$ cat config.mk
export PLATFORM = sky130hd
export DESIGN_NAME = stepper_step_gen
export DESIGN_NICKNAME = d
export VERILOG_FILES = /design/src/rtl/stepper_step_gen.sv
export SDC_FILE = /design/constraint.sdc
export NUM_CORES = 1
export LEC_CHECK = 0
export ABC_AREA = 1
export CAP_MARGIN = 15
export CORE_MARGIN = 3
export CORE_UTILIZATION = 40
export CTS_BUF_LIST = sky130_fd_sc_hd__clkbuf_4 sky130_fd_sc_hd__clkbuf_8
export DETAILED_ROUTE_END_ITERATION = 6
export HOLD_SLACK_MARGIN = 0.02
export MAX_ROUTING_LAYER = met4
export SLEW_MARGIN = 10
export SYNTH_ARGS = -nofsm -noshare
export SYNTH_HDL_FRONTEND = slang
export SYNTH_SLANG_ARGS = --single-unit
export TNS_END_PERCENT = 20
$ cat constraint.sdc
create_clock -name clk -period 7.2 [get_ports clk]
set_clock_uncertainty 0.2 [all_clocks]
set_input_delay 0.72 -clock clk [delete_from_list [all_inputs] [get_ports clk]]
set_output_delay 0.72 -clock clk [all_outputs]
set_load 0.1 [all_outputs]
$ cat src/rtl/stepper_step_gen.sv
// stepper_step_gen: per-axis step/direction/enable generator with valid/ready move intake.
// Define STEPPER_ACCEL_EN to build the trapezoidal speed ramp.
module stepper_step_gen #(
   parameter int PERIOD_W     = 16,
   parameter int PULSE_W      = 2,
   parameter int DIR_SETUP    = 4,
   parameter int HOLD_CLKS    = 100,
   parameter int START_PERIOD = 200,
   parameter int ACCEL_DEC    = 4
) (
   input  logic                clk,
   input  logic                reset_n,
   input  logic                cmd_valid,
   output logic                cmd_ready,
   input  logic [31:0]         cmd_steps,
   input  logic [PERIOD_W-1:0] cmd_period,
   input  logic                abort,
   output logic                stepper_enable,
   output logic                stepper_step,
   output logic                stepper_direction,
   output logic                busy,
   output logic                done,
   output logic [31:0]         steps_left
);

   localparam int CW = (PERIOD_W > 16) ? PERIOD_W : 16;
   localparam int HW = (HOLD_CLKS > 0) ? $clog2(HOLD_CLKS + 1) : 1;
   localparam logic [CW-1:0]       SETUP_LD = CW'(DIR_SETUP - 1);
   localparam logic [CW-1:0]       PULSE_LD = CW'(PULSE_W - 1);
   localparam logic [PERIOD_W-1:0] MIN_PER  = PERIOD_W'(2 * PULSE_W);
   localparam logic [PERIOD_W-1:0] LOW_SUB  = PERIOD_W'(PULSE_W + 1);
   localparam logic [HW-1:0]       HOLD_LD  = HW'(HOLD_CLKS);

   if (PULSE_W < 1 || DIR_SETUP < 1 || HOLD_CLKS < 0 ||
       START_PERIOD < 1 || ACCEL_DEC < 0) begin : g_bad_params
      $error("stepper_step_gen: invalid parameter set");
   end

   typedef enum logic [2:0] {
      S_IDLE,
      S_SETUP,
      S_HIGH,
      S_LOW,
      S_DONE
   } state_t;

   state_t              state;
   logic [CW-1:0]       cnt;
   logic [PERIOD_W-1:0] eff_period;
   logic [PERIOD_W-1:0] cur_period;
   logic [HW-1:0]       hold_cnt;
   logic                abort_pend;
   logic                moved;

   logic [31:0]         abs_steps;
   logic [PERIOD_W-1:0] req_period;
   logic [CW-1:0]       low_ld;
   logic                accept_mv;
   logic                rise_setup;
   logic                rise_low;

   assign abs_steps  = cmd_steps[31] ? (~cmd_steps + 32'd1) : cmd_steps;
   assign req_period = (cmd_period < MIN_PER) ? MIN_PER : cmd_period;
   assign low_ld     = CW'(cur_period - LOW_SUB);

   assign accept_mv  = (state == S_IDLE) && cmd_valid && (abs_steps != '0);
   assign rise_setup = (state == S_SETUP) && !abort && (cnt == '0);
   assign rise_low   = (state == S_LOW) && !abort && (cnt == '0) &&
                       (steps_left != '0);

`ifdef STEPPER_ACCEL_EN
   localparam logic [PERIOD_W-1:0] START_PER = PERIOD_W'(START_PERIOD);
   localparam logic [PERIOD_W-1:0] DEC_PER   = PERIOD_W'(ACCEL_DEC);

   logic [PERIOD_W-1:0] ramp_period;
   logic [31:0]         ramp_cnt;
   logic [PERIOD_W-1:0] first_per;
   logic [PERIOD_W-1:0] top_per;
   logic [PERIOD_W:0]   up_sum;
   logic [PERIOD_W:0]   down_lim;
   logic [PERIOD_W-1:0] up_per;
   logic [PERIOD_W-1:0] down_per;
   logic [PERIOD_W-1:0] next_per;
   logic                decel;

   assign first_per = (START_PER > req_period) ? START_PER : req_period;
   assign top_per   = (START_PER > eff_period) ? START_PER : eff_period;
   assign up_sum    = {1'b0, ramp_period} + {1'b0, DEC_PER};
   assign down_lim  = {1'b0, eff_period} + {1'b0, DEC_PER};
   assign up_per    = (up_sum > {1'b0, top_per}) ? top_per
                                                 : up_sum[PERIOD_W-1:0];
   assign down_per  = ({1'b0, ramp_period} >= down_lim)
                    ? (ramp_period - DEC_PER) : eff_period;
   // Braking starts once the remaining steps match the steps spent ramping up.
   assign decel     = (steps_left <= ramp_cnt);
   assign next_per  = decel ? up_per : down_per;
   assign cur_period = ramp_period;

   always_ff @(posedge clk) begin
      if (!reset_n) begin
         ramp_period <= '0;
         ramp_cnt    <= '0;
      end else if (accept_mv) begin
         ramp_period <= first_per;
         ramp_cnt    <= '0;
      end else if (rise_setup) begin
         if (ramp_period > eff_period)
            ramp_cnt <= ramp_cnt + 32'd1;
      end else if (rise_low) begin
         ramp_period <= next_per;
         if (!decel && (next_per > eff_period))
            ramp_cnt <= ramp_cnt + 32'd1;
      end
   end
`else
   assign cur_period = eff_period;
`endif

   always_ff @(posedge clk) begin
      if (!reset_n) begin
         state             <= S_IDLE;
         cnt               <= '0;
         eff_period        <= '0;
         hold_cnt          <= '0;
         abort_pend        <= 1'b0;
         moved             <= 1'b0;
         cmd_ready         <= 1'b1;
         busy              <= 1'b0;
         done              <= 1'b0;
         steps_left        <= '0;
         stepper_step      <= 1'b0;
         stepper_direction <= 1'b0;
         stepper_enable    <= 1'b1;
      end else begin
         done <= 1'b0;
         unique case (state)
            S_IDLE: begin
               if (cmd_valid && cmd_ready) begin
                  cmd_ready <= 1'b0;
                  busy      <= 1'b1;
                  if (!accept_mv) begin
                     state      <= S_DONE;
                     done       <= 1'b1;
                     moved      <= 1'b0;
                     steps_left <= '0;
                  end else begin
                     state             <= S_SETUP;
                     cnt               <= SETUP_LD;
                     steps_left        <= abs_steps;
                     stepper_direction <= cmd_steps[31];
                     stepper_enable    <= 1'b0;
                     eff_period        <= req_period;
                     abort_pend        <= 1'b0;
                     hold_cnt          <= '0;
                     moved             <= 1'b1;
                  end
               end else if (hold_cnt == HW'(1)) begin
                  hold_cnt       <= '0;
                  stepper_enable <= 1'b1;
               end else if (hold_cnt != '0) begin
                  hold_cnt <= hold_cnt - HW'(1);
               end
            end
            S_SETUP: begin
               if (abort) begin
                  state <= S_DONE;
                  done  <= 1'b1;
               end else if (rise_setup) begin
                  state        <= S_HIGH;
                  stepper_step <= 1'b1;
                  steps_left   <= steps_left - 32'd1;
                  cnt          <= PULSE_LD;
               end else begin
                  cnt <= cnt - CW'(1);
               end
            end
            S_HIGH: begin
               // An abort never shortens a pulse already on the wire.
               if (abort)
                  abort_pend <= 1'b1;
               if (cnt == '0) begin
                  stepper_step <= 1'b0;
                  if (abort || abort_pend) begin
                     state <= S_DONE;
                     done  <= 1'b1;
                  end else begin
                     state <= S_LOW;
                     cnt   <= low_ld;
                  end
               end else begin
                  cnt <= cnt - CW'(1);
               end
            end
            S_LOW: begin
               if (rise_low) begin
                  state        <= S_HIGH;
                  stepper_step <= 1'b1;
                  steps_left   <= steps_left - 32'd1;
                  cnt          <= PULSE_LD;
               end else if (abort || (cnt == '0)) begin
                  state <= S_DONE;
                  done  <= 1'b1;
               end else begin
                  cnt <= cnt - CW'(1);
               end
            end
            S_DONE: begin
               state     <= S_IDLE;
               cmd_ready <= 1'b1;
               busy      <= 1'b0;
               if (moved) begin
                  if (HOLD_CLKS == 0)
                     stepper_enable <= 1'b1;
                  else
                     hold_cnt <= HOLD_LD;
               end
            end
            default: begin
               state <= S_IDLE;
            end
         endcase
      end
   end

endmodule

==> out/metrics.cfg, run 1 <==
[outcome]
status = finished, final reports clean

[sta]
max_freq_mhz = 267
maxSlewViolCount = 0
tightestPinTransition_ns = 1.01
rsz0062_at_grt = false
tns_ns = 0
finalCritPeriodShare_pct = 52.1
finalCriticalPeriod_ns = 3.75
setup_viol = 0
final_hold_viol_count = 0
slew_headroom_pct = 32.8

[setup_path]
reg2reg_depth = 14
crit_fanout = 30
end_kind = flop
cp.required_ns = 7.32
crit_chain = clkdlybuf4s50_1 -> inv_1 -> ha_1 -> nand2_1 -> nand2_2 -> nand2_2 -> nor2_8 -> nand3_1 -> nand2_1 -> inv_1 -> nand2_1 -> nor2_2 -> nand3_2 -> nand2_2 -> inv_1 -> nand3_1 -> a21oi_1
path_class = in -> reg
cp_slowest_cell = inv_1
r2r_slack_ns = 4.14
slowest_delay_ns = 0.74
r2r-end = cnt[10]
startpoint_type = input pin
reg2reg_from = state[0]
cp.arrival_ns = 3.86

[floorplan]
ioPinCount = 90
core-area_sq_um = 16000
die_area_sq_um = 18000
std_cell_rows = 46
start_util_pct = 41.1
dieHeight_um = 134
chipWidth_um = 134

[finish]
layout-area-overhead-vs-synth_pct = 18.5
diodes = 0
stdcell_count = 1449
drive_above_1_share_pct = 4.95
nets = 1287

[synthesis]
netlist_instances = 1159
synth_top_area_share_pct = 25.0
synth_area_leaders = dfxtp_1 25%, nand2_1 20%, nor2_1 11%
syn_area_per_cell_sq_um = 5.67
netlist_area_sq_um = 6580
synth_top_flop_cell = dfxtp_1
synth-compound-area-share_pct = 14.1
synthMuxAreaShare_pct = 0
async_reset_ff_share_pct = 0
synth_nets = 1218
ys_ff_latch = 82
synth_top_family_by_area = simple AND/OR/NAND/NOR gates
ys_warn_count = 0
yosys.area_share.simple_pct = 43.9
synth_top_area_cell = dfxtp_1
synthXorXnorAreaFrac_pct = 5.06
synth_most_common_cell = nand2_1
synth_common_cells = 348 x nand2_1, 188 x nor2_1, 132 x inv_1
ys_types = 38
seq_area_frac_synth_pct = 25.0
synth_adder_area_share_pct = 1.33
synth_edf_count = 0

[clocking]
clkSinkCount = 82
cts_inserted_buffers = 9
cts_resized = 0
tritoncts = done
root_buffer = clkbuf_8
clock_latency_ns = 0.38
post_cts_buffers = 0
clk_path_buf_depth = 2
clk_pin_slew_ns = 0.09
cts.htree.levels = 3
cts_hold_buffers = 0

[routing]
drt-total-wl_um = 19500
routed_via_density = 5.00
drtIter0Drc = 505
ant_nets = 0
vias = 7247
avgRoutedWirePerCell_um = 13.5
drc = 0
first_pass_iters = 5

[grt]
grt_max_degree = 65
antenna_found_initial = 0
grt_overflow = 0
grt_pass1_wl_um = 31700
grt_usage_pct = 22.2
grt_pass1_vias = 6337

[place]
dp_hpwl_um = 14800
place_inst = 1433
routabilityCongestion = 0.901
numPortBuffers = 89

[worst_hold_path]
hold_depth = 2
holdPathEnd = abort_pend
worstHoldStart = abort_pend
hold_class = reg -> reg

[power_and_ir_drop]
vdd_drop_max_mv = 0.193
p_leak_nw = 3.68
p_per_area_nw_per_um2 = 293

[job]
cap_violations = 0

==> logic make-up (layout without fill, tap and decap cells) <==
family / after synthesis / count (layout)
AND/OR/NAND/NOR: 685 / 685
AO/OA/AOI/OAI: 177 / 177
buffers and inverters: 170 / 244
flip-flops: 82 / 82
XOR/XNOR: 38 / 38
adder cells (fa/ha/maj): 7 / 7
==> metrics by stage <==
stage	setup slack (ns)	power [W]	hold slack (ns)	utilization, %	area (sq um)
after detailed placement	3.09	0.00190	0.261	47.3	7570
after floorplan	4.49	0.00163	0.240	-	6580
after global routing	3.20	0.00247	0.318	48.7	7790
after global placement	3.12	0.00190	0.254	47.3	7570
after CTS	3.49	0.00230	0.273	48.7	7790
final	3.45	0.00228	0.270	48.7	7790
==> worst max-delay path by stage <==
stage            startpoint              to  slack (ns)
2_1_floorplan  cmd_steps[0]          cnt[6]        4.49
4_1_cts        cmd_steps[0]  steps_left[31]        3.49
3_5_place_dp   cmd_steps[0]  steps_left[31]        3.09
6_report       cmd_steps[0]  steps_left[31]        3.45
5_1_grt        cmd_steps[0]  steps_left[31]        3.20
3_3_place_gp   cmd_steps[0]  steps_left[31]        3.12
==> area by class of cell <==
| class | count | area [sq um] |
|---|---|---|
| clock buffers | 11 | 145 |
| repair buffers | 94 | 923 |
| flip-flops and latches | 82 | 1640 |
| multi-input cells | 907 | 4230 |
| fillers | 1816 | 8210 |
| clock inverters | 5 | 77.6 |
| inverters | 134 | 503 |
| well taps | 216 | 270 |
==> state kept, by name, indices dropped and copies added, names as in the netlist <==
signal and flops:
stepper_enable 1, done 1, stepper_direction 1, cnt 16
hold_cnt 7, cmd_ready 1, stepper_step 1, steps_left 32
state 3, abort_pend 1, busy 1, moved 1
cur_period 16
==> layer usage <==
metal  share of wire [%]  wire length, um  GRT usage (%)
met2                  43             8350           33.1
met4                0.68              133           3.05
met1                  51             9980           32.0
met3                 5.3             1030           4.20
met5                   0                0              -
==> cells in the final DEF (no fill, tap or decap), types with 2 or more instances in the layout <==
| cell type | synthesis | final |
|---|---|---|
| xnor2_1 | 6 | 6 |
| o22ai_1 | 2 | 2 |
| clkinv_2 | 0 | 2 |
| nand3b_1 | 2 | 2 |
| nor2_2 | 10 | 10 |
| nand3_2 | 3 | 3 |
| a31oi_1 | 5 | 5 |
| o31ai_1 | 2 | 2 |
| nor3_1 | 8 | 8 |
| clkdlybuf4s50_1 | 0 | 88 |
| xor2_1 | 32 | 32 |
| nand3_1 | 81 | 81 |
| nand4_1 | 13 | 13 |
| bufinv_16 | 0 | 2 |
| o21ai_2 | 2 | 2 |
| nor2_1 | 188 | 188 |
| buf_4 | 6 | 5 |
| inv_1 | 132 | 132 |
| ha_1 | 7 | 7 |
| o21ai_0 | 40 | 40 |
| dfxtp_1 | 82 | 82 |
| nand2_2 | 11 | 11 |
| inv_2 | 2 | 2 |
| a21oi_1 | 120 | 120 |
| nor4_1 | 11 | 11 |
| o211ai_1 | 2 | 2 |
| nand2_1 | 348 | 348 |
| or2_2 | 4 | 4 |
| o21ai_1 | 2 | 2 |
| clkbuf_8 | 0 | 10 |
==> critical path: cells and delay by family <==
kind | cells | cell delay, ns
compound gates | 1 | 0.20
buf+inv | 4 | 1.35
fa+ha+maj | 1 | 0.22
simple gates | 11 | 1.35
==> power by group <==
| group | total (W) | switching (W) | internal, W | leakage [nW] |
|---|---|---|---|---|
| clock | 0.000392 | 0.000184 | 0.000208 | 0.113 |
| combinational | 0.00126 | 0.000872 | 0.000386 | 2.89 |
| sequential | 0.000635 | 0.0000941 | 0.000541 | 0.675 |
| total | 0.00228 | 0.00115 | 0.00113 | 3.68 |
(Power assumes the default switching activity.)
==> run 2: changes to the inputs <==
==> constraint.sdc (replaced) <==
create_clock -name clk -period 3.32 [get_ports clk]
set_clock_uncertainty 0.2 [all_clocks]
set_input_delay 0.332 -clock clk [delete_from_list [all_inputs] [get_ports clk]]
set_output_delay 0.332 -clock clk [all_outputs]
set_load 0.1 [all_outputs]
==> run 2 against run 1 <==
Against the previous run: register-to-register slack lost 3.7 ns; setup slack lost 3.0 ns; hold slack lost 0.0035 ns; total power grew 120%; first-iteration DRC count shrank 1.8%; sequential power grew 120%; non-clock buffer count grew 6; combinational power grew 120%; utilization grew 0.34 points; global-route usage grew 0.55 points; critical path type unchanged; largest cell class unchanged.
==> out/metrics.cfg, run 2 (synthesis gave the netlist of run 1 again) <==
[finish]
register_area_sq_um = 1640  ; unchanged
layout_commonest_cell = nand2_1  ; unchanged
final_cell_mix = 348 x nand2_1, 188 x nor2_1, 132 x inv_1, 120 x a21oi_1, 82 x dfxtp_1  ; was 348 x nand2_1, 188 x nor2_1, 132 x inv_1, 120 x a21oi_1, 88 x clkdlybuf4s50_1
nets = 1293  ; was 1,287
multi_input_area_sq_um = 4230  ; unchanged
fill_cells = 1776  ; was 1,816
stdcell_count = 1455  ; was 1,449
fin_util_pct = 49.1  ; was 48.7%
largest_reg_flops = 32  ; unchanged
drive_above_1_share_pct = 7.02  ; was 4.95%
regMostFlops = steps_left  ; unchanged
layout-area-overhead-vs-synth_pct = 19.4  ; was 18.5%
diodes = 0  ; unchanged
finalInstanceArea_sq_um = 7850  ; was 7790 sq um

[grt]
grt_overflow = 0  ; unchanged
grt_usage_pct = 22.7  ; was 22.2%
antenna_found_initial = 0  ; unchanged
grt_pass1_wl_um = 32900  ; was 31,700 um
grt_pass1_vias = 6615  ; was 6,337
grt_max_degree = 65  ; unchanged

[setup_path]
r2r_slack_ns = 0.41  ; was 4.14 ns
slowest_delay_ns = 0.47  ; was 0.74 ns
r2r-end = cnt[9]  ; was cnt[10]
reg2reg_from = cnt[0]  ; was state[0]
cp_slowest_cell = clkdlybuf4s50_1  ; was inv_1
crit_fanout = 32  ; was 30
crit_chain = clkdlybuf4s50_1 -> nor2_1 -> nand2_1 -> nor2_1 -> nand3_1 -> nand3b_1 -> nand2_1 -> nor2_1 -> nand2_1 -> nor2_2 -> nand3_2 -> nand2_2 -> nand2_4 -> a21oi_1 -> nor2_1  ; was clkdlybuf4s50_1 -> inv_1 -> ha_1 -> nand2_1 -> nand2_2 -> nand2_2 -> nor2_8 -> nand3_1 -> nand2_1 -> inv_1 -> nand2_1 -> nor2_2 -> nand3_2 -> nand2_2 -> inv_1 -> nand3_1 -> a21oi_1
end_kind = flop  ; unchanged
cp.required_ns = 3.39  ; was 7.32 ns
path_class = in -> reg  ; unchanged
cp.arrival_ns = 2.98  ; was 3.86 ns
crit_top_cell = nor2_1
reg2reg_depth = 14  ; unchanged
startpoint_type = input pin  ; unchanged

[sta]
finalCritPeriodShare_pct = 87.6
rsz0062_at_grt = false  ; unchanged
maxSlewViolCount = 0  ; unchanged
setup_viol = 0  ; unchanged
finalCriticalPeriod_ns = 2.91
max_freq_mhz = 344
post-route-worst-setup-slack_ns = 0.411  ; was 3.45 ns
tns_ns = 0  ; unchanged
final_hold_viol_count = 0  ; unchanged
tightestPinTransition_ns = 0.988  ; was 1.01 ns
slew_headroom_pct = 33.9  ; was 32.8%

[place]
dp_hpwl_um = 15100  ; was 14,800 um
pre_cts_ws_ns = 0.0642  ; was 3.09 ns
routabilityCongestion = 0.857  ; was 0.901
place_inst = 1439  ; was 1,433
detailed_place.area_sq_um = 7600  ; was 7570 sq um
numPortBuffers = 89  ; unchanged

[routing]
drt-total-wl_um = 19800  ; was 19,500 um
avgRoutedWirePerCell_um = 13.6  ; was 13.5 um
vias = 7276  ; was 7,247
ant_nets = 0  ; unchanged
drtIter0Drc = 496  ; was 505
first_pass_iters = 5  ; unchanged
drc = 0  ; unchanged
routed_via_density = 5.00  ; about the same

[floorplan]
start_util_pct = 41.1  ; unchanged
dieHeight_um = 134  ; unchanged
std_cell_rows = 46  ; unchanged
die_area_sq_um = 18000  ; unchanged
chipWidth_um = 134  ; unchanged
core-area_sq_um = 16000  ; unchanged
ioPinCount = 90  ; unchanged

[clocking]
clk_pin_slew_ns = 0.09  ; about the same
cts.htree.levels = 3  ; unchanged
tritoncts = done  ; unchanged
post_cts_buffers = 0  ; unchanged
root_buffer = clkbuf_8  ; unchanged
cts_resized = 0  ; unchanged
cts_hold_buffers = 0  ; unchanged
clkSinkCount = 82  ; unchanged
clock_latency_ns = 0.37  ; was 0.38 ns
cts_inserted_buffers = 9  ; unchanged
clk_path_buf_depth = 2  ; unchanged

[job]
cap_violations = 0  ; unchanged

[power_and_ir_drop]
p_leak_nw = 3.76  ; was 3.68 nW
p_per_area_nw_per_um2 = 641  ; was 293 nW/um^2
vdd_drop_max_mv = 0.484  ; was 0.193 mV

[worst_hold_path]
worstHoldStart = abort_pend  ; unchanged
hold_class = reg -> reg  ; unchanged
holdPathEnd = abort_pend  ; unchanged
hold_depth = 2  ; unchanged

[outcome]
status = finished, final reports clean  ; unchanged

run 2: cell count changes in the layout (fill, tap and decap cells not counted), sizes merged:
| cell | before | now |
|---|---|---|
| buf | 6 | 32 |
| clkdlybuf4s50 | 88 | 68 |
| clkinv | 2 | 0 |
| bufinv | 2 | 3 |
| clkbuf | 11 | 10 |
| clkinvlp | 1 | 2 |
| inv | 134 | 135 |
run 2: worst max-delay path by stage:
stage,endpoint,start,depth (start not counted)
2_1_floorplan,steps_left[30],steps_left[0],14
3_3_place_gp,cnt[9],cmd_steps[22],15
3_5_place_dp,cnt[7],cmd_steps[0],16
4_1_cts,cnt[9],cnt[0],14
5_1_grt,cnt[15],cnt[0],15
6_report,cnt[7],cmd_steps[17],15
run 2: layout make-up:
type | instances | area share, %
clock buffer | 10 | 1.67
clock inverter | 6 | 1.45
inverter | 134 | 6.41
multi-input combinational | 907 | 53.9
sequential | 82 | 20.9
tap | 216 | 3.44
timing repair buffer | 100 | 12.2
run 2: where the power goes:
group	total [W]	internal (W)	switching (W)	leakage, nW
clock network	0.000912	0.000511	0.000401	0.117
registers	0.00138	0.00117	0.000205	0.675
logic	0.00274	0.000839	0.00190	2.97
run 2: stage by stage:
stage | power, W | hold WS, ns
final | 0.00503 | 0.266
after detailed placement | 0.00413 | 0.257
after global placement | 0.00412 | 0.251
after global routing | 0.00543 | 0.286
after floorplan | 0.00353 | 0.240
after CTS | 0.00507 | 0.272
run 2: per-layer routing:
metal | vias to the layer above | track usage (%) | share of wire (%)
met5 | - | - | 0
met4 | 0 | 4.24 | 1.0
met3 | 12 | 3.53 | 5.7
met2 | 216 | 34.6 | 43
met1 | 3211 | 32.3 | 50
li1 | 3837 | - | -
run 2: worst max-delay path: cells and delay by family:
kind            cells  cell delay [ns]
simple gates       13             1.95
buf+inv             1             0.47
compound gates      1             0.21
==> run 3: changes to the inputs <==
--- a/config.mk
+++ b/config.mk
@@ -12,7 +12,7 @@
 export CTS_BUF_LIST = sky130_fd_sc_hd__clkbuf_4 sky130_fd_sc_hd__clkbuf_8
 export DETAILED_ROUTE_END_ITERATION = 6
 export HOLD_SLACK_MARGIN = 0.02
-export MAX_ROUTING_LAYER = met4
+export PLACE_DENSITY = 0.67
 export SLEW_MARGIN = 10
 export SYNTH_ARGS = -nofsm -noshare
 export SYNTH_HDL_FRONTEND = slang
==> run 3 against run 2 <==
Against the previous run: final area decreased by 0.86%; largest cell class unchanged; critical path type is now reg -> reg; sequential power about the same; critical path depth decreased by 1; register-to-register slack about the same; setup slack got worse by 0.0022 ns; global-route usage decreased by 0.87 points; die area unchanged.
==> out/metrics.cfg, run 3 (synthesis gave the netlist of run 1 again) <==
[clocking]
clock_latency_ns = 0.38  ; was 0.37 ns
post_cts_buffers = 0  ; unchanged
clkSinkCount = 82  ; unchanged
clk_path_buf_depth = 2  ; unchanged
tritoncts = done  ; unchanged
cts_hold_buffers = 0  ; unchanged
cts_inserted_buffers = 9  ; unchanged
root_buffer = clkbuf_8  ; unchanged
cts_resized = 0  ; unchanged
cts.htree.levels = 3  ; unchanged
clk_pin_slew_ns = 0.09  ; about the same

[routing]
vias = 7318  ; was 7,276
avgRoutedWirePerCell_um = 13.4  ; was 13.6 um
drc = 0  ; unchanged
routed_via_density = 5.03  ; was 5.00
drtIter0Drc = 626  ; was 496
ant_nets = 0  ; unchanged
drt-total-wl_um = 19500  ; was 19,800 um
first_pass_iters = 5  ; unchanged

[grt]
grt_pass1_vias = 6704  ; was 6,615
grt_pass1_wl_um = 32600  ; was 32,900 um
grt_overflow = 0  ; unchanged
met1_usage_pct = 31.3  ; was 32.3%
use_met2_pct = 34.3  ; was 34.6%
met3_usage_pct = 3.60  ; was 3.53%
grt_usage_pct = 21.9  ; was 22.7%
grt_max_degree = 65  ; unchanged
grt-busiest-layer = met2  ; unchanged
antenna_found_initial = 0  ; unchanged

[finish]
final_cell_mix = 348 x nand2_1, 188 x nor2_1, 132 x inv_1, 120 x a21oi_1, 82 x dfxtp_1  ; unchanged
drive_above_1_share_pct = 7.27  ; was 7.02%
largest_reg_flops = 32  ; unchanged
nets = 1292  ; was 1,293
diodes = 0  ; unchanged
layout_commonest_cell = nand2_1  ; unchanged
regMostFlops = steps_left  ; unchanged
fill_cells = 1771  ; was 1,776
fin_util_pct = 48.6  ; was 49.1%
layout-area-overhead-vs-synth_pct = 18.3  ; was 19.4%

[floorplan]
chipWidth_um = 134  ; unchanged
start_util_pct = 41.1  ; unchanged
dieHeight_um = 134  ; unchanged
ioPinCount = 90  ; unchanged
die_area_sq_um = 18000  ; unchanged
std_cell_rows = 46  ; unchanged
core-area_sq_um = 16000  ; unchanged

[place]
routabilityCongestion = 0.977  ; was 0.857
numPortBuffers = 89  ; unchanged
dp_hpwl_um = 14900  ; was 15,100 um

[sta]
maxSlewViolCount = 0  ; unchanged
finalCriticalPeriod_ns = 2.91  ; about the same
setup_viol = 0  ; unchanged
tightestPinTransition_ns = 0.983  ; was 0.988 ns
finalCritPeriodShare_pct = 87.7  ; was 87.6%
slew_headroom_pct = 34.3  ; was 33.9%
rsz0062_at_grt = false  ; unchanged
tns_ns = 0  ; unchanged
final_hold_viol_count = 0  ; unchanged
max_freq_mhz = 343  ; was 344 MHz

[worst_hold_path]
hold_class = reg -> reg  ; unchanged
hold_depth = 2  ; unchanged
worstHoldStart = busy  ; was abort_pend
holdPathEnd = busy  ; was abort_pend

[power_and_ir_drop]
p_per_area_nw_per_um2 = 630  ; was 641 nW/um^2
p_leak_nw = 3.74  ; was 3.76 nW
vdd_drop_max_mv = 0.345  ; was 0.484 mV

[job]
cap_violations = 0  ; unchanged

[setup_path]
path_class = reg -> reg  ; was in -> reg
reg2reg_depth = 14  ; unchanged
cp.arrival_ns = 2.98  ; about the same
cp.required_ns = 3.39  ; about the same
startpoint_type = flop  ; was input pin
crit_fanout = 15  ; was 32
r2r_slack_ns = 0.41  ; about the same
r2r-end = cnt[12]  ; was cnt[9]
end_kind = flop  ; unchanged
reg2reg_from = cnt[0]  ; unchanged

[outcome]
status = finished, final reports clean  ; unchanged

## run 3: worst max-delay path, stage by stage, from the launching register on
cell	delay (ns)
dfxtp_1	0.35
inv_1	0.13
ha_1	0.20
nor3b_2	0.22
nand2_1	0.16
nor2_2	0.19
nand3_1	0.15
nor2_1	0.21
nand2_1	0.07
nand2_1	0.11
nand3_2	0.33
a21oi_1	0.24
nand3_1	0.09
nand2_1	0.08
nor2_1	0.04
## run 3: area by class of cell
class                      instances  area [sq um]  share of cell area (%)
multi-input combinational        907          4230                    54.4
sequential                        82          1640                    21.1
clock inverter                     7          83.8                    1.08
tap                              216           270                    3.47
clock buffer                       9           124                    1.59
inverter                         134           503                    6.46
timing repair buffer              99           926                    11.9
## run 3: worst max path at each step
stage / slack (ns) / startpoint / to / cells past startpoint
after floorplan: 0.64 / steps_left[0] / steps_left[30] / 14
after global placement: 0.14 / cmd_steps[12] / steps_left[27] / 18
after detailed placement: 0.14 / cmd_steps[0] / cur_period[0] / 18
after CTS: 0.39 / cnt[0] / cnt[12] / 14
after global routing: 0.09 / cnt[0] / cnt[8] / 14
final: 0.41 / cnt[0] / cnt[12] / 14
## run 3: metal layers
metal	wire length, um	vias up
li1	-	3832
met1	9590	3242
met2	8470	225
met3	1140	19
met4	291	0
met5	0	-
## run 3: power breakdown
part           total (W)  leakage, nW  switching (W)  internal (W)
sequential       0.00137        0.675       0.000200       0.00117
combinational    0.00274         2.96        0.00191      0.000832
clock           0.000787        0.103       0.000425      0.000362
total            0.00490         3.74        0.00254       0.00237
## run 3: metrics by stage
step                hold WS, ns  power, W  instance area [sq um]  setup slack [ns]  cells
finish                    0.270   0.00490                   7780             0.409   1454
global route              0.291   0.00531                   7780            0.0947   1454
CTS                       0.274   0.00492                   7780             0.395   1454
detailed placement        0.253   0.00412                   7570             0.145   1438
global placement          0.257   0.00410                   7570             0.140   1438
floorplan                 0.240   0.00353                   6580             0.637   1159
